**src/rtl/usb_reg_bridge_pkg.sv**
```systemverilog
// Shared state encoding and default widths for the SAM3U external-bus to register-bus bridge.
package usb_reg_bridge_pkg;

  typedef enum logic [2:0] {
    ST_IDLE    = 3'd0,
    ST_ADDR    = 3'd1,
    ST_WAIT    = 3'd2,
    ST_WRITE   = 3'd3,
    ST_RD_REQ  = 3'd4,
    ST_RD_CAP  = 3'd5,
    ST_RELEASE = 3'd6
  } bridge_state_e;

  localparam int DEF_SYNC_STAGES = 2;
  localparam int DEF_ADDR_WIDTH  = 6;
  localparam int DEF_BCNT_WIDTH  = 16;

endpackage

```
**src/rtl/usb_strobe_sync.sv**
```systemverilog
// N-stage synchroniser for one active-low pad strobe, plus a one-clock falling-edge pulse.
module usb_strobe_sync #(
  parameter int STAGES = 2
) (
  input  logic clk,
  input  logic rst_n,
  input  logic strobe_n,
  output logic level_n,
  output logic fall
);

  logic [STAGES-1:0] sync_q;
  logic              last_q;

  // Idle level of every strobe is high, so reset to 1 to avoid a false edge.
  always_ff @(posedge clk or negedge rst_n) begin
    if (!rst_n) begin
      sync_q <= '1;
      last_q <= 1'b1;
    end else begin
      sync_q <= {sync_q[STAGES-2:0], strobe_n};
      last_q <= sync_q[STAGES-1];
    end
  end

  assign level_n = sync_q[STAGES-1];
  assign fall    = last_q & ~level_n;

endmodule

```
**src/rtl/usb_reg_bridge.sv**
```systemverilog
// SAM3U ALEn/CEn/RDn/WRn bus to internal register bus: strobe sync, burst byte counting, read turnaround.
module usb_reg_bridge
  import usb_reg_bridge_pkg::*;
#(
  parameter int SYNC_STAGES = DEF_SYNC_STAGES,
  parameter int ADDR_WIDTH  = DEF_ADDR_WIDTH,
  parameter int BCNT_WIDTH  = DEF_BCNT_WIDTH
) (
  input  logic                  clk,
  input  logic                  reset_n,
  input  logic [7:0]            usb_d_i,
  output logic [7:0]            usb_d_o,
  output logic                  usb_d_oe,
  input  logic [7:0]            usb_addr_i,
  input  logic                  usb_alen_i,
  input  logic                  usb_cen_i,
  input  logic                  usb_rdn_i,
  input  logic                  usb_wrn_i,
  output logic [ADDR_WIDTH-1:0] reg_address_o,
  output logic [ADDR_WIDTH-1:0] reg_hypaddress_o,
  input  logic [15:0]           reg_hyplen_i,
  output logic [15:0]           reg_size_o,
  output logic [BCNT_WIDTH-1:0] reg_bytecnt_o,
  output logic [7:0]            reg_datao_o,
  input  logic [7:0]            reg_datai_i,
  output logic                  reg_read_o,
  output logic                  reg_write_o,
  output logic                  reg_addrvalid_o,
  output logic                  proto_err_o,
  output logic [2:0]            state_dbg_o
);

  // Handshake: reg_write_o/reg_read_o are single-cycle strobes; reg_datao_o is valid with
  // reg_write_o, and reg_datai_i is sampled in the clock after reg_read_o is raised.

  bridge_state_e state;
  logic [1:0]    rst_sync_q;
  logic          rst_n_s;
  logic          alen_s, cen_s, rdn_s, wrn_s;
  logic          alen_fall, rdn_fall, wrn_fall;
  logic          cen_fall_unused;
  logic          addr_unused;

  always_ff @(posedge clk or negedge reset_n) begin
    if (!reset_n) rst_sync_q <= '0;
    else          rst_sync_q <= {rst_sync_q[0], 1'b1};
  end
  assign rst_n_s = rst_sync_q[1];

  usb_strobe_sync #(.STAGES(SYNC_STAGES)) u_sync_alen (
    .clk(clk), .rst_n(rst_n_s), .strobe_n(usb_alen_i), .level_n(alen_s), .fall(alen_fall));
  usb_strobe_sync #(.STAGES(SYNC_STAGES)) u_sync_cen (
    .clk(clk), .rst_n(rst_n_s), .strobe_n(usb_cen_i), .level_n(cen_s), .fall(cen_fall_unused));
  usb_strobe_sync #(.STAGES(SYNC_STAGES)) u_sync_rdn (
    .clk(clk), .rst_n(rst_n_s), .strobe_n(usb_rdn_i), .level_n(rdn_s), .fall(rdn_fall));
  usb_strobe_sync #(.STAGES(SYNC_STAGES)) u_sync_wrn (
    .clk(clk), .rst_n(rst_n_s), .strobe_n(usb_wrn_i), .level_n(wrn_s), .fall(wrn_fall));

  assign addr_unused = ^usb_addr_i;

  always_ff @(posedge clk or negedge rst_n_s) begin
    if (!rst_n_s) begin
      state           <= ST_IDLE;
      reg_address_o   <= '0;
      reg_bytecnt_o   <= '0;
      reg_size_o      <= '0;
      reg_datao_o     <= '0;
      usb_d_o         <= '0;
      reg_read_o      <= 1'b0;
      reg_write_o     <= 1'b0;
      reg_addrvalid_o <= 1'b0;
      proto_err_o     <= 1'b0;
    end else begin
      reg_read_o  <= 1'b0;
      reg_write_o <= 1'b0;
      reg_size_o  <= reg_hyplen_i;
      unique case (state)
        ST_IDLE: if (!alen_s && !cen_s) state <= ST_ADDR;
        ST_ADDR: begin
          reg_address_o   <= usb_addr_i[ADDR_WIDTH-1:0];
          reg_bytecnt_o   <= '0;
          reg_addrvalid_o <= 1'b1;
          state           <= ST_WAIT;
        end
        ST_WAIT: begin
          if (cen_s) begin
            reg_addrvalid_o <= 1'b0;
            state           <= ST_IDLE;
          end else if (!rdn_s && !wrn_s) begin
            // Bus contention: no strobe, wait for both to return high.
            proto_err_o <= 1'b1;
            state       <= ST_RELEASE;
          end else if (alen_fall) begin
            state <= ST_ADDR;
          end else if (wrn_fall) begin
            state <= ST_WRITE;
          end else if (rdn_fall) begin
            state <= ST_RD_REQ;
          end
        end
        ST_WRITE: begin
          reg_datao_o <= usb_d_i;
          reg_write_o <= 1'b1;
          state       <= ST_RELEASE;
        end
        ST_RD_REQ: begin
          reg_read_o <= 1'b1;
          state      <= ST_RD_CAP;
        end
        ST_RD_CAP: begin
          usb_d_o <= reg_datai_i;
          state   <= ST_RELEASE;
        end
        ST_RELEASE: begin
          if (cen_s) begin
            reg_addrvalid_o <= 1'b0;
            state           <= ST_IDLE;
          end else if (rdn_s && wrn_s) begin
            if (reg_bytecnt_o != '1) reg_bytecnt_o <= reg_bytecnt_o + BCNT_WIDTH'(1);
            state <= ST_WAIT;
          end
        end
        default: state <= ST_IDLE;
      endcase
    end
  end

  assign reg_hypaddress_o = reg_address_o;
  assign usb_d_oe         = reset_n & ~usb_cen_i & ~usb_rdn_i & usb_wrn_i;
  assign state_dbg_o      = state;

endmodule

```
**config.mk**
```make
export PLATFORM = sky130hd
export DESIGN_NAME = usb_reg_bridge
export DESIGN_NICKNAME = d
export VERILOG_FILES = /design/src/rtl/usb_reg_bridge_pkg.sv /design/src/rtl/usb_strobe_sync.sv /design/src/rtl/usb_reg_bridge.sv
export SDC_FILE = /design/constraint.sdc
export NUM_CORES = 1
export LEC_CHECK = 0
export BUFFER_PORTS_ARGS = -buffer_cell sky130_fd_sc_hd__clkbuf_2
export CAP_MARGIN = 20
export CORE_AREA = 3 3 80 82
export DETAILED_ROUTE_END_ITERATION = 8
export DIE_AREA = 0 0 83 85
export PLACE_DENSITY_LB_ADDON = 0.1
export SETUP_SLACK_MARGIN = 0.3
export SLEW_MARGIN = 40
export SYNTH_ARGS = -nofsm -noshare
export SYNTH_HDL_FRONTEND = slang
export SYNTH_SLANG_ARGS = --single-unit
```
**constraint.sdc**
```tcl
create_clock -name clk -period 4.1 [get_ports clk]
set_input_delay 0.41 -clock clk [delete_from_list [all_inputs] [get_ports clk]]
set_output_delay 0.41 -clock clk [all_outputs]
set_load 0.01 [all_outputs]
```
After elaboration in Yosys (flattened, before gate mapping) --
Cells that the tools add are included.
Operators by class: shift-type cells 0, bitwise logic cells 12, add/sub/neg operators 1, $mul 0, mux-type cells 17, reduce and logical (&&, ||, !) cells 16, $lt $le $gt $ge 0, div/mod/pow operators 0, eq/ne operators 14
Operators with widths (number):
- two-way mux 16 bit | 3
- one-hot mux 16 bit (2 select lines) | 1
- two-way mux 3 bit | 8
- one-hot mux 3 bit (6 select lines) | 1
- adder 16 x 1 -> 16 bit, second input constant | 1
- inequality test 16 bit, second input constant | 1
- == test 3 bit, second input constant | 3
- inequality test 2 bit, second input constant | 4
- AND 1 bit | 6
- == test 3 x 2 -> 1 bit, second input constant | 2
- inequality test 6 x 4 -> 1 bit, second input constant | 1
- NOT 1 bit | 6
- AND reduction 3 bit | 2
- logical NOT 1 bit | 4
- AND reduction 4 bit | 1
- nonzero test 2 bit | 2
- OR reduction 2 bit | 2
- == test 3 x 1 -> 1 bit, second input constant | 1
- logical AND 1 bit | 3
- logical NOT 3 bit | 1
- two-way mux 1 bit | 3
- inequality test 3 x 2 -> 1 bit, second input constant | 1
- inequality test 2 x 1 -> 1 bit, second input constant | 1
- one-hot mux 1 bit (2 select lines) | 1
- AND reduction 2 bit | 1
Storage, ports and cells: register bits after elaboration 74, memories 0, word-level logic and storage cells 78, bits of input ports 46, output and inout port bits 68, memory bits (read-only) 0, latch bits 0, bits in writable memories 0

Longest topological paths before layout --
Gate-level depths: netlist (run 1).
depth after elaboration 8, gate-level depth with buffers 7, depth with buffers taken out 6

Hierarchy --
A second synthesis (run 1) with hierarchy kept.
Unflattened totals: cell total of the unflattened synthesis 245, area total of the unflattened synthesis 3019.1 µm²
Modules (own cells, without submodules):
- usb_reg_bridge | sequential area each 1576.5 µm², area each 2648.8 µm², cells an instance 229, times used 1
- usb_strobe_sync | sequential area each 78.8 µm², area each 92.6 µm², cells an instance 4, times used 4

Worst setup path after synthesis (run 1) --
Ideal clock, no wire load.
path kind register to register, start register reg_bytecnt_o[0], end register reg_bytecnt_o[14], period minus slack after synthesis 1.810 ns, data arrival time 1.714 ns, path buffers 1, setup time 0.095 ns, required time 4.005 ns, cell stages (with the launch flop) 8, path slack 2.290 ns, cells stage by stage dfrtp_1 ha_1 and4_1 and2_1 clkbuf_1 a21boi_4 nand3_1 o31ai_1
Between the ends: word-level cells in the longest chain between the ends 5, elaborated cells between the ends (all ways) 8, classes of those cells add/sub (1); eq/ne (2); mux (4); reduce/logical (1)
RTL lines:
- from (decl) | line usb_reg_bridge.sv:23 | output logic [BCNT_WIDTH-1:0] reg_bytecnt_o,
- from (signal assigned) | line usb_reg_bridge.sv:119 | if (reg_bytecnt_o != '1) reg_bytecnt_o <= reg_bytecnt_o + BCNT_WIDTH'(1);
- adder 16 x 1 -> 16 bit | line usb_reg_bridge.sv:119
- two-way mux 16 bit | line usb_reg_bridge.sv:119
- two-way mux 16 bit | line usb_reg_bridge.sv:118 | end else if (rdn_s && wrn_s) begin
- two-way mux 16 bit | line usb_reg_bridge.sv:115 | if (cen_s) begin
- one-hot mux 16 bit (2 select lines) | line usb_reg_bridge.sv:77 | unique case (state)
Parallel ways exist; a longest one is shown, timed or not. The select of a mux whose other input is x is not followed. A chain may end at the register's enable or synchronous reset.

Worst setup path in the final report (run 1) --
start register state[2], in the netlist state_dbg_o[2], end register reg_bytecnt_o[15]
Between the ends: word-level cells in the longest chain between the ends 3, elaborated cells between the ends (all ways) 8, classes of those cells eq/ne (5); mux (1); reduce/logical (2)
RTL lines:
- from (decl) | line usb_reg_bridge.sv:36 | bridge_state_e state;
- from (signal assigned) | line usb_reg_bridge.sv:63 | state <= ST_IDLE;
- from (signal assigned) | line usb_reg_bridge.sv:78 | ST_IDLE: if (!alen_s && !cen_s) state <= ST_ADDR;
- from (signal assigned) | line usb_reg_bridge.sv:83 | state <= ST_WAIT;
- == test 3 bit / == test 3 x 1 -> 1 bit (equally long branches) | line usb_reg_bridge.sv:77
- inequality test 2 bit (no source line) / nonzero test 2 bit (equally long branches)
- AND reduction 4 bit (no source line)
Parallel ways exist; a longest one is shown, timed or not.

==> results.sh, run 1 <==
export IMPL_status="completed"
export IMPL_post_cts_setup_buffers=0
export IMPL_num_io_pins=114
export IMPL_gp_congestion=0.845
export IMPL_via_per_inst=5.10
export IMPL_ys_top_cells_by_count="63 x dfrtp_1, 39 x nand2_1, 18 x nor2_1"
export IMPL_cp_end_kind="flip-flop"
export IMPL_period_share=0.505
export IMPL_regArea_um2=1870
export IMPL_instances_no_fill=446
export IMPL_finalMaxSlewViolations=0
export IMPL_async_reset_ff_frac=1.00
export IMPL_synth_flop_cell="dfrtp_1"
export IMPL_antenna_cells=0
export IMPL_swShare=0.330
export IMPL_path_clk_slew_ps=80
export IMPL_cts_buffer_depth=2
export IMPL_cp_start_kind="flip-flop"
export IMPL_syn_to_final_growth_pct=26.9
export IMPL_r2r_start="state_dbg_o[2]$_DFFE_PN0P_"
export IMPL_place_area_um2=3530
export IMPL_path_max_fanout=11
export IMPL_fin_util=0.646
export IMPL_hold_viol_final=0
export IMPL_ys_warn_count=0
export IMPL_grt_pass1_wl_um=10200
export IMPL_synth_area_um2=2960
export IMPL_skew_ps=5.52
export IMPL_worst_pin_slew_ps=670
export IMPL_cts_tree="done"
export IMPL_wl_per_cell_um=13.4
export IMPL_vdd_ir_drop_max_mv=0.317
export IMPL_synth_cell_type_count=47
export IMPL_fmaxAchievable_mhz=483
export IMPL_pwr_share_comb=0.281
export IMPL_period_minus_slack_ps=2070
export IMPL_worstSkewPairLatency_ps=340
export IMPL_p_int_mw=1.50
export IMPL_synth_top_area_frac=0.533
export IMPL_met2_usage=0.285
export IMPL_dp_hpwl_um=4450
export IMPL_grt_max_degree=46
export IMPL_hp_class="in2reg"
export IMPL_hp_start="usb_alen_i"
export IMPL_die_h_um=85
export IMPL_whs_endpoint="u_sync_alen.sync_q[0]$_DFF_PN1_"
export IMPL_reg2reg_slack_ps=2030
export IMPL_post_cts_resized=0
export IMPL_finalHoldWorstSlack_ps=144
export IMPL_yosysMostFrequentCell="dfrtp_1"
export IMPL_hold_depth=1
export IMPL_fin_area_um2=3760
export IMPL_p_seq_frac=0.459
export IMPL_grtUsageMet1=0.236
export IMPL_nets=413
export IMPL_first_pass_iters=4
export IMPL_coreArea_um2=5820
export IMPL_gr_max_usage_layer="met2"
export IMPL_drtAntennaViolNets=0
export IMPL_post_place_cells=429
export IMPL_drv_cap=0
export IMPL_antenna_found_initial=0
export IMPL_setup_viol=0
export IMPL_path_class="reg2reg"
export IMPL_synthCells=255
export IMPL_die_x_um=83
export IMPL_p_clk_frac=0.261
export IMPL_leakagePower_nw=1.83
export IMPL_relSlewSlack=0.549
export IMPL_avgSynthCellArea_um2=11.6
export IMPL_syn_nets=302
export IMPL_gr_total_overflow=0
export IMPL_initial_utilization=0.509
export IMPL_fin_ws_ps=2030
export IMPL_switchingPower_mw=0.736
export IMPL_synth_largest_area_cell="dfrtp_1"
export IMPL_grt_use_met3=0.0612
export IMPL_setup_tns_final_ps=0
export IMPL_track_usage=0.183
export IMPL_synth_edf_count=0
export IMPL_cts_sinks=74
export IMPL_p_per_area_nw_per_um2=595
export IMPL_ys_seq_area_frac=0.630
export IMPL_drt_iter0_drc=104
export IMPL_routed_wl_um=5990
export IMPL_cts_buffers=9
export IMPL_root_buffer="clkbuf_8"
export IMPL_crit_arrival_ps=2300
export IMPL_grt_pass1_vias=2104
export IMPL_vias=2276
export IMPL_htree_num_levels=3
export IMPL_final_fill_count=503
export IMPL_layout_drive_gt1_share=0.437
export IMPL_power_mw=2.23
export IMPL_multi_input_area_um2=986
export IMPL_portBuffers=111
export IMPL_die_area_um2=7060
export IMPL_rows=28
export IMPL_pre_cts_slack_ps=2020
export IMPL_required_ps=4330
export IMPL_rsz0062_at_grt="no"
export IMPL_synth_seq_cells=74
export IMPL_r2r_end="reg_bytecnt_o[15]$_DFFE_PN0P_"
export IMPL_synthTopCellsByArea="dfrtp_1 53%, dfstp_2 9.8%, mux2_2 5.3%, nand2_1 4.9%, o21ai_0 2.5%"
export IMPL_reg2reg_depth=5
export IMPL_drc=0
-- metal layers --
metal | vias up | wire, µm
met3 | 8 | 454
met1 | 1060 | 2620
met2 | 92 | 2830
met5 | - | 0
li1 | 1116 | -
met4 | 0 | 87
-- power by group through the flow --
| stage | clock network [mW] | registers, mW | logic [mW] |
|---|---|---|---|
| floorplan | 0 | 1.07 | 0.387 |
| global placement | 0 | 1.03 | 0.627 |
| detailed placement | 0 | 1.04 | 0.641 |
| CTS | 0.596 | 1.03 | 0.640 |
| global route | 0.642 | 1.05 | 0.694 |
| finish | 0.583 | 1.02 | 0.627 |
-- repair_timing --
action                                  in CTS  in global routing
endpoints found under the setup margin       0                  0
hold endpoints to repair                     2                  0
hold buffers                                 1                  0
-- final cells by class --
class | instances | area share
tap | 75 | 0.0250
timing repair buffer | 113 | 0.153
clock inverter | 5 | 0.0160
multi-input combinational | 162 | 0.262
clock buffer | 11 | 0.0403
sequential | 74 | 0.498
inverter | 6 | 0.00600
-- kinds of logic after synthesis --
kind of cell	after synthesis	share of synthesized area
AO/OA/AOI/OAI	55	0.121
adder cells (fa/ha/maj)	1	0.00423
buffers and inverters	19	0.0364
flip-flops	74	0.630
multiplexers	14	0.0533
other	1	0.00127
AND/OR/NAND/NOR	91	0.153
-- worst max-delay path, stage by stage, from the launching register on --
cell and delay (ps):
dfrtp_1 590, nor2b_1 320, nand2_1 310, o31ai_4 500
o21ai_1 150, o41ai_1 80
-- worst max-delay path by stage --
| stage | slack (ps) | endpoint | cells after the start | start |
|---|---|---|---|---|
| 2_1_floorplan | 1910 | proto_err_o$_DFFE_PN0P_ | 0 | rst_sync_q[1]$_DFF_PN0_ |
| 3_3_place_gp | 2040 | reg_bytecnt_o[15]$_DFFE_PN0P_ | 5 | state_dbg_o[2]$_DFFE_PN0P_ |
| 3_5_place_dp | 2020 | reg_bytecnt_o[15]$_DFFE_PN0P_ | 5 | state_dbg_o[2]$_DFFE_PN0P_ |
| 4_1_cts | 2000 | reg_bytecnt_o[15]$_DFFE_PN0P_ | 5 | state_dbg_o[2]$_DFFE_PN0P_ |
| 5_1_grt | 1830 | reg_bytecnt_o[15]$_DFFE_PN0P_ | 5 | state_dbg_o[2]$_DFFE_PN0P_ |
| 6_report | 2030 | reg_bytecnt_o[15]$_DFFE_PN0P_ | 5 | state_dbg_o[2]$_DFFE_PN0P_ |
-- cell usage in the layout, fill, tap and decap left out, types with 2 or more instances in the layout --
cell type  netlist  routed
nand4_1          3       3
inv_6            0       2
dfstp_2         11      11
nand2_1         39      39
nand3_1          7       7
nand2b_1         4       4
nor3_1           3       3
clkbuf_8         0      11
dfrtp_1         63      62
and3_1           2       2
a21oi_1         13      13
mux2_2          14      14
o21ai_1          4       4
a31oi_1          9       9
o21ai_0         15      15
and4_1           2       2
nor2_1          18      18
o31ai_1          3       3
clkbuf_2         0     111
inv_1            5       5
nor2b_1          2       2
-- registers in the layout (all words and copies together) (netlist names) --
name,count
reg_bytecnt_o,16
usb_d_o,8
u_sync_wrn.sync_q,2
reg_datao_o,8
u_sync_alen.last_q,1
reg_read_o,1
reg_write_o,1
u_sync_rdn.sync_q,2
u_sync_cen.sync_q,2
proto_err_o,1
u_sync_rdn.last_q,1
state_dbg_o,3
reg_size_o,16
reg_addrvalid_o,1
reg_address_o,6
u_sync_wrn.last_q,1
u_sync_alen.sync_q,2
rst_sync_q,2
Note: power is estimated with default switching activity, not from simulation.
==> run 2, diff against run 1 <==
--- a/config.mk
+++ b/config.mk
@@ -7,9 +7,9 @@
 export LEC_CHECK = 0
 export BUFFER_PORTS_ARGS = -buffer_cell sky130_fd_sc_hd__clkbuf_2
 export CAP_MARGIN = 20
-export CORE_AREA = 3 3 80 82
+export CORE_AREA = 3 3 83 85
 export DETAILED_ROUTE_END_ITERATION = 8
-export DIE_AREA = 0 0 83 85
+export DIE_AREA = 0 0 86 88
 export PLACE_DENSITY_LB_ADDON = 0.1
 export SETUP_SLACK_MARGIN = 0.3
 export SLEW_MARGIN = 40
==> constraint.sdc (replaced) <==
create_clock -name clk -period 2 [get_ports clk]
set_input_delay 0.2 -clock clk [delete_from_list [all_inputs] [get_ports clk]]
set_output_delay 0.2 -clock clk [all_outputs]
set_load 0.01 [all_outputs]
==> run 2 against run 1 <==
Critical path depth up 1. Flip-flop and latch count is the same. Routed wire length up 15%. Total power is 120% higher. Cell area increased by 13%. Highest routed layer unchanged. Fmax increased by 25%. Utilization grew 3.3 points. Via count up 9.8%. First-iteration DRC count shrank 17%. Largest power group unchanged. Clock power grew 100%. Combinational power grew to 2.6 times the previous value.
==> results.sh, run 2 (synthesis results as in run 1) <==
export IMPL_path_depth=6
export IMPL_coreArea_um2=6280
export IMPL_drc=0
export IMPL_cts_buffer_depth=2
export IMPL_fin_area_um2=4260
export IMPL_hold_depth=3
export IMPL_track_usage=0.193
export IMPL_cp_cell_sequence="ha_4 -> and4_4 -> and2_4 -> a21boi_4 -> a31oi_1 -> a31oi_1"
export IMPL_gr_total_overflow=0
export IMPL_first_pass_iters=4
export IMPL_portBuffers=111
export IMPL_skew_ps=10.3
export IMPL_via_per_inst=5.06
export IMPL_die_x_um=86
export IMPL_required_ps=2240
export IMPL_leakagePower_nw=2.06
export IMPL_drt_iter0_drc=86
export IMPL_hold_viol_final=0
export IMPL_path_max_fanout=7
export IMPL_power_mw=4.87
export IMPL_num_io_pins=114
export IMPL_setup_viol=0
export IMPL_vdd_ir_drop_max_mv=0.801
export IMPL_grt_pass1_wl_um=11400
export IMPL_cts_tree="done"
export IMPL_cpMostUsedCell="a31oi_1"
export IMPL_cp_start_kind="flip-flop"
export IMPL_grt_max_degree=29
export IMPL_setup_tns_final_ps=0
export IMPL_period_minus_slack_ps=1660
export IMPL_vias=2498
export IMPL_wl_per_cell_um=14.0
export IMPL_final_cell_mix="111 x clkbuf_2, 57 x dfrtp_1, 37 x nand2_1"
export IMPL_nets=459
export IMPL_layout_drive_gt1_share=0.499
export IMPL_regArea_um2=1870
export IMPL_antenna_cells=0
export IMPL_relSlewSlack=0.639
export IMPL_worst_pin_slew_ps=541
export IMPL_worst_path_max_delay_cell="dfrtp_2"
export IMPL_die_area_um2=7570
export IMPL_drv_cap=0
export IMPL_syn_to_final_growth_pct=44.0
export IMPL_p_per_area_nw_per_um2=1140
export IMPL_place_area_um2=3660
export IMPL_crit_arrival_ps=1890
export IMPL_initial_utilization=0.471
export IMPL_path_class="reg2reg"
export IMPL_routed_wl_um=6910
export IMPL_reg2reg_depth=6
export IMPL_path_buf_inv=0
export IMPL_rows=29
export IMPL_rsz0062_at_grt="yes"
export IMPL_multi_input_area_um2=1060
export IMPL_status="completed"
export IMPL_die_h_um=88
export IMPL_dp_hpwl_um=4770
export IMPL_layout_commonest_cell="clkbuf_2"
export IMPL_gp_congestion=0.905
export IMPL_finalHoldWorstSlack_ps=48.4
export IMPL_finalMaxSlewViolations=0
export IMPL_root_buffer="clkbuf_8"
export IMPL_htree_num_levels=3
export IMPL_antenna_found_initial=0
export IMPL_reg_top3="reg_bytecnt_o x16, reg_size_o x16"
export IMPL_hp_class="in2reg"
export IMPL_cts_buffers=9
export IMPL_drtAntennaViolNets=0
export IMPL_worstSkewPairLatency_ps=340
export IMPL_final_fill_count=497
export IMPL_period_share=0.828
export IMPL_crit_family="compound AO/OA/AOI/OAI gates"
export IMPL_critPathMaxStageDelay_ps=430
export IMPL_path_clk_slew_ps=80
export IMPL_cts_sinks=74
export IMPL_fmaxAchievable_mhz=604
export IMPL_grt_pass1_vias=2390
export IMPL_cp_end_kind="flip-flop"
[run 2: changes by cell type in the layout (fill, tap and decap cells not counted), sizes merged]
cell / change
dlygate4sd3: +20
clkinv: -1
buf: +26
clkinvlp: +1
inv: +1
clkbuf: -1
[run 2: timing repair]
item | in CTS | in global routing
endpoints found under the setup margin | 16 | 15
pin swaps | 2 | 5
gates resized for setup | 13 | 13
hold endpoints to repair | 22 | 0
hold buffers | 21 | 0
setup buffers | 8 | 5
[run 2: routing by layer]
layer / track usage / wire (µm) / up-vias
met2: 0.308 / 3320 / 95
met4: 0.0734 / 114 / 0
met1: 0.256 / 2990 / 1186
li1: - / - / 1203
met3: 0.0499 / 478 / 14
met5: 0 / 0 / -
[run 2: power by group]
group          total [mW]  internal, mW  switching, mW
registers            2.04          1.83          0.207
clock network        1.19         0.623          0.568
logic                1.64         0.794          0.850
total                4.87          3.25           1.62
[run 2: tightest hold or removal path: stages]
cell      delay [ps]
clkbuf_2          70
nand2_1           40
nand2_1           40
[run 2: worst paths after layout]
kind | slack (ps) | startpoint | endpoint
min reg2reg | 250 | rst_sync_q[1]$_DFF_PN0_ | reg_bytecnt_o[2]$_DFFE_PN0P_
min in group asynchronous | 180 | reset_n | rst_sync_q[1]$_DFF_PN0_
max reg2reg | 340 | reg_bytecnt_o[1]$_DFFE_PN0P_ | reg_bytecnt_o[10]$_DFFE_PN0P_
min | 50 | usb_d_i[3] | reg_datao_o[3]$_DFFE_PN0P_
max in group asynchronous | 1090 | rst_sync_q[1]$_DFF_PN0_ | u_sync_wrn.last_q$_DFF_PN1_
max | 340 | reg_bytecnt_o[1]$_DFFE_PN0P_ | reg_bytecnt_o[10]$_DFFE_PN0P_
[run 2: layout make-up]
class / instances / area share
clock buffer: 10 / 0.0323
clock inverter: 6 / 0.0167
inverter: 6 / 0.00529
multi-input combinational: 162 / 0.250
sequential: 74 / 0.440
tap: 77 / 0.0226
timing repair buffer: 159 / 0.234
[run 2: stage by stage]
step,worst slack [ps],util,cells
after global routing,261,0.679,494
after floorplan,295,-,255
final,344,0.679,494
after global placement,162,0.584,444
after detailed placement,156,0.584,444
after CTS,300,0.667,489
